`src/rtl/immediate_decode_pipe.sv`:
```
// Pipelined immediate decoder with a 2-entry output FIFO (XLEN = 32 or 64).
// Define IMM_ILLEGAL_EN to add a per-entry out_illegal flag.
module immediate_decode_pipe #(
    parameter int XLEN = 32
) (
    input  logic            clk,
    input  logic            reset,
    input  logic            flush,
    input  logic            in_valid,
    output logic            in_ready,
    input  logic [31:0]     in_instr,
    input  logic [XLEN-1:0] in_pc,
    output logic            out_valid,
    input  logic            out_ready,
    output logic [XLEN-1:0] out_imm,
    output logic [2:0]      out_fmt,
    output logic [4:0]      out_zimm,
    output logic [XLEN-1:0] out_target
`ifdef IMM_ILLEGAL_EN
    ,
    output logic            out_illegal
`endif
);

    localparam logic [2:0] FMT_NONE = 3'd0;
    localparam logic [2:0] FMT_I    = 3'd1;
    localparam logic [2:0] FMT_S    = 3'd2;
    localparam logic [2:0] FMT_B    = 3'd3;
    localparam logic [2:0] FMT_U    = 3'd4;
    localparam logic [2:0] FMT_J    = 3'd5;
    localparam logic [2:0] FMT_CSR  = 3'd6;

    generate
        if (XLEN != 32 && XLEN != 64) begin : g_bad_xlen
            $error("immediate_decode_pipe: XLEN must be 32 or 64");
        end
    endgenerate

    // Combinational decode of the offered instruction
    logic [2:0]      dec_fmt;
    logic [31:0]     dec_imm32;
    logic [4:0]      dec_zimm;
    logic            dec_pc_rel;
    logic [XLEN-1:0] dec_imm;
    logic [XLEN-1:0] dec_target;

    always_comb begin
        dec_fmt    = FMT_NONE;
        dec_imm32  = 32'h0;
        dec_zimm   = 5'h0;
        dec_pc_rel = 1'b0;
        case (in_instr[6:0])
            7'b0010011, 7'b0000011, 7'b1100111: begin
                dec_fmt   = FMT_I;
                dec_imm32 = {{20{in_instr[31]}}, in_instr[31:20]};
            end
            7'b0100011: begin
                dec_fmt   = FMT_S;
                dec_imm32 = {{20{in_instr[31]}}, in_instr[31:25], in_instr[11:7]};
            end
            7'b1100011: begin
                dec_fmt    = FMT_B;
                dec_pc_rel = 1'b1;
                dec_imm32  = {{19{in_instr[31]}}, in_instr[31], in_instr[7],
                              in_instr[30:25], in_instr[11:8], 1'b0};
            end
            7'b0110111: begin
                dec_fmt   = FMT_U;
                dec_imm32 = {in_instr[31:12], 12'h0};
            end
            7'b0010111: begin
                dec_fmt    = FMT_U;
                dec_pc_rel = 1'b1;
                dec_imm32  = {in_instr[31:12], 12'h0};
            end
            7'b1101111: begin
                dec_fmt    = FMT_J;
                dec_pc_rel = 1'b1;
                dec_imm32  = {{11{in_instr[31]}}, in_instr[31], in_instr[19:12],
                              in_instr[20], in_instr[30:21], 1'b0};
            end
            7'b1110011: begin
                // CSR address is zero-extended, so bit 31 of imm32 stays 0
                dec_fmt   = FMT_CSR;
                dec_imm32 = {20'h0, in_instr[31:20]};
                dec_zimm  = in_instr[19:15];
            end
            default: begin
                dec_fmt = FMT_NONE;
            end
        endcase
    end

    assign dec_imm    = XLEN'($signed(dec_imm32));
    assign dec_target = in_pc + (dec_pc_rel ? dec_imm : {{(XLEN-3){1'b0}}, 3'd4});

`ifdef IMM_ILLEGAL_EN
    logic dec_illegal;
    assign dec_illegal = (dec_fmt == FMT_NONE) || (in_instr[1:0] != 2'b11);
`endif

    // Handshake: input moves on in_valid & in_ready, output on out_valid & out_ready.
    // in_ready is a register (count < 2 after the edge), so out_ready never reaches it combinationally.
    logic [1:0]      count;
    logic [1:0]      count_next;
    logic            head;
    logic            wr_idx;
    logic            push;
    logic            pop;

    logic [XLEN-1:0] imm_q    [2];
    logic [XLEN-1:0] target_q [2];
    logic [2:0]      fmt_q    [2];
    logic [4:0]      zimm_q   [2];
`ifdef IMM_ILLEGAL_EN
    logic            ill_q    [2];
`endif

    assign push       = in_valid && in_ready;
    assign pop        = out_valid && out_ready;
    assign wr_idx     = head ^ count[0];
    assign count_next = count + {1'b0, push} - {1'b0, pop};

    always_ff @(posedge clk or posedge reset) begin
        if (reset) begin
            count    <= 2'd0;
            head     <= 1'b0;
            in_ready <= 1'b0;
            for (int i = 0; i < 2; i++) begin
                imm_q[i]    <= '0;
                target_q[i] <= '0;
                fmt_q[i]    <= 3'd0;
                zimm_q[i]   <= 5'd0;
`ifdef IMM_ILLEGAL_EN
                ill_q[i]    <= 1'b0;
`endif
            end
        end else if (flush) begin
            count    <= 2'd0;
            head     <= 1'b0;
            in_ready <= 1'b1;
        end else begin
            if (push) begin
                imm_q[wr_idx]    <= dec_imm;
                target_q[wr_idx] <= dec_target;
                fmt_q[wr_idx]    <= dec_fmt;
                zimm_q[wr_idx]   <= dec_zimm;
`ifdef IMM_ILLEGAL_EN
                ill_q[wr_idx]    <= dec_illegal;
`endif
            end
            if (pop) begin
                head <= ~head;
            end
            count    <= count_next;
            in_ready <= (count_next != 2'd2);
        end
    end

    assign out_valid  = (count != 2'd0);
    assign out_imm    = imm_q[head];
    assign out_target = target_q[head];
    assign out_fmt    = fmt_q[head];
    assign out_zimm   = zimm_q[head];
`ifdef IMM_ILLEGAL_EN
    assign out_illegal = ill_q[head];
`endif

endmodule
```
`config.mk`:
```
export PLATFORM = sky130hd
export DESIGN_NAME = immediate_decode_pipe
export DESIGN_NICKNAME = d
export VERILOG_FILES = /design/src/rtl/immediate_decode_pipe.sv
export SDC_FILE = /design/constraint.sdc
export NUM_CORES = 1
export LEC_CHECK = 0
export BUFFER_PORTS_ARGS = -buffer_cell sky130_fd_sc_hd__clkbuf_2
export CORE_ASPECT_RATIO = 0.8
export CORE_MARGIN = 4
export CORE_UTILIZATION = 62
export CTS_CLUSTER_DIAMETER = 80
export CTS_CLUSTER_SIZE = 24
export DETAILED_ROUTE_END_ITERATION = 10
export PLACE_DENSITY = 0.91
export SLEW_MARGIN = 40
export SYNTH_ARGS = -nofsm -noshare
export SYNTH_HDL_FRONTEND = slang
export SYNTH_SLANG_ARGS = --single-unit
```
`constraint.sdc`:
```
create_clock -name clk -period 13.3 [get_ports clk]
set_clock_uncertainty 0.2 [all_clocks]
set_input_delay 1.33 -clock clk [delete_from_list [all_inputs] [get_ports clk]]
set_output_delay 1.33 -clock clk [all_outputs]
set_load 0.05 [all_outputs]
```
# Word-level counts from Yosys, hierarchy flattened

Cells that the tools add are included.

Bits in registers: 148
Latch bits: 0
Bits in writable memories: 0
Memory bits (read-only): 0
Input bits: 69
Logic and storage cells: 72
Memories kept: 0

$add $sub $neg: 3
Multipliers: 0
Divide/modulo/power cells: 0
Order comparisons: 3
Eq/ne operators: 10
Shift operators: 0
Muxes and demuxes: 31
Bitwise operators: 5
Reduce and logical (&&, ||, !) cells: 9

Operators with widths:

| kind                                                      | number |
|---|---|
| 2-to-1 mux 32 bit                                         | 8 |
| one-hot mux 32 bit (6 select lines)                       | 1 |
| bitwise mux 64 bit                                        | 2 |
| adder 32 bit                                              | 1 |
| demux 32 bit (select 1 bit)                               | 1 |
| equality test 7 bit (second input constant)               | 4 |
| 2-to-1 mux 5 bit                                          | 5 |
| one-hot mux 3 bit (6 select lines)                        | 1 |
| equality test 7 x 5 -> 1 bit (second input constant)      | 2 |
| equality test 7 x 6 -> 1 bit (second input constant)      | 2 |
| 2-to-1 mux 3 bit                                          | 4 |
| bitwise mux 10 bit                                        | 1 |
| equality test 7 x 2 -> 1 bit (second input constant)      | 1 |
| bitwise mux 6 bit                                         | 1 |
| OR reduction 3 bit                                        | 2 |
| demux 5 bit (select 1 bit)                                | 1 |
| greater-or-equal comparator 2 bit (second input constant) | 2 |
| 2-to-1 mux 1 bit                                          | 4 |
| inverter 1 -> 2 bit                                       | 2 |
| nonzero test 2 bit                                        | 2 |
| demux 3 bit (select 1 bit)                                | 1 |
| logical AND 1 bit                                         | 3 |
| adder 2 x 1 -> 2 bit                                      | 1 |
| < comparator 2 x 1 -> 1 bit (second input constant)       | 1 |
| other kinds (7)                                           | 8 |

# Depth between registers and ports, before layout

Word-level depth: 7
Depth in mapped cells: 20

# Worst setup path before layout

Ideal clock, no wire load.

Path type: input-to-reg
From: in in_instr[2]
To: reg target_q[31] (netlist bit)
Library setup time: 0.125 ns
Arrival: 4.349 ns
Data required time: 12.975 ns
Slack: 8.626 ns
Stages on the path: 14
Buffers on the path: 2
Cells stage by stage: clkbuf_1 -> clkbuf_1 -> a2111oi_2 -> a21oi_1 -> nor2_1 -> ha_1 -> a21oi_2 -> o22ai_1 -> a211o_1 -> o311ai_2 -> o211ai_1 -> a211oi_2 -> xnor2_1 -> mux2_2

Word-level cells in the longest chain between the ends: 6
Elaborated cells on any way between the ends: 17
Those cells by class: add/sub: 1; eq/ne: 9; mux: 4; reduce/logical: 3

Ends and longest elaborated chain:

| what                                                                           | RTL line | text |
|---|---|---|
| start, declared                                                                | 11       | `input logic [31:0] in_instr,` |
| equality test 7 x 5 -> 1 bit (tied with other cells)                           | 52       | `case (in_instr[6:0])` |
| OR reduction 3 bit (tied with other cells)                                     | 52       |  |
| one-hot mux 32 bit (6 select lines) / 2-to-1 mux 1 bit (equally long branches) | 52       |  |
| 2-to-1 mux 32 bit *                                                            | 95       | `assign dec_target = in_pc + (dec_pc_rel ? dec_imm : {{(XLEN-3){1'b0}}, 3'd4});` |
| adder 32 bit *                                                                 | 95       |  |
| bitwise mux 64 bit *                                                           | 145      | `target_q[wr_idx] <= dec_target;` |
| end signal, assigned by index                                                  | 145      |  |
| end, declared                                                                  | 112      | `logic [XLEN-1:0] target_q [2];` |

Every way passes the cells marked *; elsewhere a longest branch is shown, timed or not.
A chain may end at the register's enable or synchronous reset.

# Worst setup path after layout

From: in in_instr[1]
To: reg target_q[55] (netlist bit)

The elaborated chain is that of the path after synthesis.

==> metrics <==
Post-synth EDFFs=0; number of port buffers=roughly 140; post-cts gate resize count=0; RSZ-0062 raised after global routing=no; core box area=13600 um^2; number of standard cells in the layout, taps in and fillers out=between 1000 and 1500; FP Rows=38; post-detailed-routing wire length=~24000 um; routed via count divided by cell count=~6.0; class of the tightest hold or removal check=reg -> reg; clock slew seen by the registers of the worst setup and hold paths=70 ps; Crit path buffers/inverters=1; crit path capture type=register; critical path arrival=slightly above 5000 ps; total count of hold-check failures in the final report=0; Critical Path Source=in_instr[1]; Synth-to-Final Area Change=16.8%; routed len/inst=about 19 um; maximum number of pins on one net before global-route repair=104; global-route wire length before repair=roughly 39000 um; number of antenna-violating nets in the routed design=0; crit path cell chain=clkbuf_2 > nand2_1 > nor2_1 > nand2_1 > a2111oi_2 > a21oi_1 > nor2_1 > ha_1 > nand4_2 > o22ai_1 > a211o_1 > o21bai_2 > a211oi_1 > xnor2_1 > mux2_2; total CTS buffers=17; global-route usage over all layers=~31%; GR Overflow Total=0; H-tree depth=4; Hold WS=276 ps; DR pass1 iterations=5; Rel. slew slack=46.6%; sequential cell area fraction in the yosys report=a little over two fifths; Min Clock Period, post-route=between 5000 and 6000 ps; die boundary height=approximately 110 um; Async SR Flop Fraction=100%; Least-Margin Pin Slew=around 800 ps; initial antenna violation count=0; Final Cycle Share=a little under two fifths; root cell of the clock tree=clkbuf_16; number of filler instances in the final layout=roughly 940; CP delay by family, top=compound AO/OA/AOI/OAI gates; power density cells=about 200 nW/um^2; most common flop cell mapped by yosys=dfrtp_1; number of hold buffers added after cts=0; Iteration-0 DRC Markers=a little over 900; clock tree from TritonCTS=built; Synth Instances=around 940; initial core utilization=63.2%; synthesized area per cell=9.09 um^2; Unique masters post-synth=54; top library cells by usage in the layout, fill and taps aside=nand2_1 (207), dfrtp_1 (147), clkbuf_2 (142), mux2_2 (102), o21ai_0 (96); Critical Path Fanout Max=10; number of buffers inserted to repair setup after CTS=0; number of failing setup endpoints in the final timing report=0; CP max stage cell=a2111oi_2; final cell utilization of the core=around 74%; count of warnings emitted by yosys=0; post-synthesis instance area=around 8600 um^2; vias in the first global route=7448; die area=around 16000 um^2; final max-slew violation count=0; Synth Net Count=between 1000 and 1500; global placer's final weighted congestion=around 1.0; worst r2r src=head$_DFFE_PP0P_; worst stage delay on the critical path=around 700 ps; Req. time, crit path=about 13000 ps; most frequent standard cell in the layout excluding fill and tap cells=nand2_1; Sinks on Clock Net=about 150; total negative slack=0 ps; post-detailed-route DRC marker count=0; result of the run=complete, no violations; Antenna diodes=0; ports placed on the boundary=roughly 140; instance count after placement with tap cells included=approximately 1200; number of maximum-capacitance constraint violations=0; min-delay src=target_q[0]$_DFFE_PP0P_; fraction of final layout cells sized beyond drive strength 1=between 20 and 30%; Bufs on Longest Clock Path=2; DIE WIDTH=139 um; Net count, final=1158; worst setup path class=in -> reg; detailed-placement wirelength estimate=about 16000 um; total number of vias=roughly 7500; clock latency of the later-clocked register in the worst-skew pair=between 400 and 500 ps; peak supply drop=0.177 mV; Max Clk Rate=between 150 and 200 MHz; number of register bits inferred by synthesis=roughly 150; Critical Path Source Type=primary input; Leakage Power=between 0.004 and 0.005 uW
==> registers in the layout (all words and copies together), names as in the netlist <==
register	cells
target_q	64
head	1
count	2
fmt_q	6
in_ready	1
imm_q	64
zimm_q	10
==> Yosys cell counts (4+ instances only) <==
master	number	area, um^2
nand2b_1	4	25.0
nand3_1	14	70.1
nor3_1	12	60.1
clkbuf_1	54	203
a22oi_1	6	45.0
ha_1	33	413
xnor2_1	22	193
a21oi_1	50	250
and2_1	14	87.6
o31ai_1	5	37.5
o21ai_0	96	480
o21a_1	5	37.5
dfrtp_1	148	3700
xor2_1	13	114
o211ai_1	7	52.6
inv_1	11	41.3
nor2_1	65	244
nand2_1	209	785
mux2_2	102	1150
a31oi_1	9	56.3
a211oi_1	5	37.5
a21o_1	12	90.1
==> tightest hold or removal path, cell delays in order (launching register included) <==
cell and delay, ps:
dfrtp_1 340, nand2_1 50, nand2_1 60
==> layer usage <==
metal / wire length, um / GRT usage [%] / vias to the layer above
li1: - / - / 3505
met2: 11100 / 48.3 / 396
met5: 0 / 0 / -
met3: 2190 / 7.65 / 65
met1: 10200 / 43.9 / 3583
met4: 682 / 10.2 / 0
==> cell type report <==
| cell class | instances | area [um^2] | area share [%] |
|---|---|---|---|
| clock buffer | 18 | 429 | 4.29 |
| clock inverter | 14 | 193 | 1.93 |
| inverter | 11 | 46.3 | 0.463 |
| multi-input combinational | 728 | 4630 | 46.3 |
| sequential | 148 | 3700 | 37.0 |
| tap | 180 | 225 | 2.25 |
| timing repair buffer | 149 | 774 | 7.75 |
==> report_power, final <==
group	internal [uW]	total [uW]	switching [uW]	leakage, uW
clock network	302	517	214	0.000302
registers	572	647	75.1	0.00194
logic	244	795	551	0.00256
==> worst paths after layout <==
kind	to	slack [ps]	cells past startpoint
setup reg to reg	target_q[62]$_DFFE_PP0P_	10230	7
hold / removal	target_q[0]$_DFFE_PP0P_	280	2
setup / recovery	target_q[55]$_DFFE_PP0P_	8290	15
min in group asynchronous	imm_q[60]$_DFFE_PP0P_	780	2
max in group asynchronous	target_q[46]$_DFFE_PP0P_	10970	3
hold reg to reg	target_q[0]$_DFFE_PP0P_	280	2
==> cells by family (layout without fill, tap and decap cells) <==
logic type / count (synthesis) / in the layout / synth area share (%)
AND/OR/NAND/NOR: 339 / 339 / 16.7
AO/OA/AOI/OAI: 216 / 216 / 14.9
flip-flops: 148 / 148 / 43.3
multiplexers: 103 / 103 / 13.5
buffers and inverters: 66 / 192 / 2.91
XOR/XNOR: 35 / 35 / 3.58
adder cells (fa/ha/maj): 34 / 34 / 5.06
other: 1 / 1 / 0.0438
==> stage by stage <==
| stage | worst slack [ps] | cell area (um^2) | total power, uW |
|---|---|---|---|
| after floorplan | 7790 | 8560 | 1250 |
| after global placement | 8090 | 9360 | 1410 |
| after detailed placement | 8020 | 9380 | 1430 |
| after CTS | 8420 | 10000 | 1960 |
| after global routing | 8030 | 10000 | 2040 |
| final | 8290 | 10000 | 1960 |
Power figures use the tool's default switching activity.
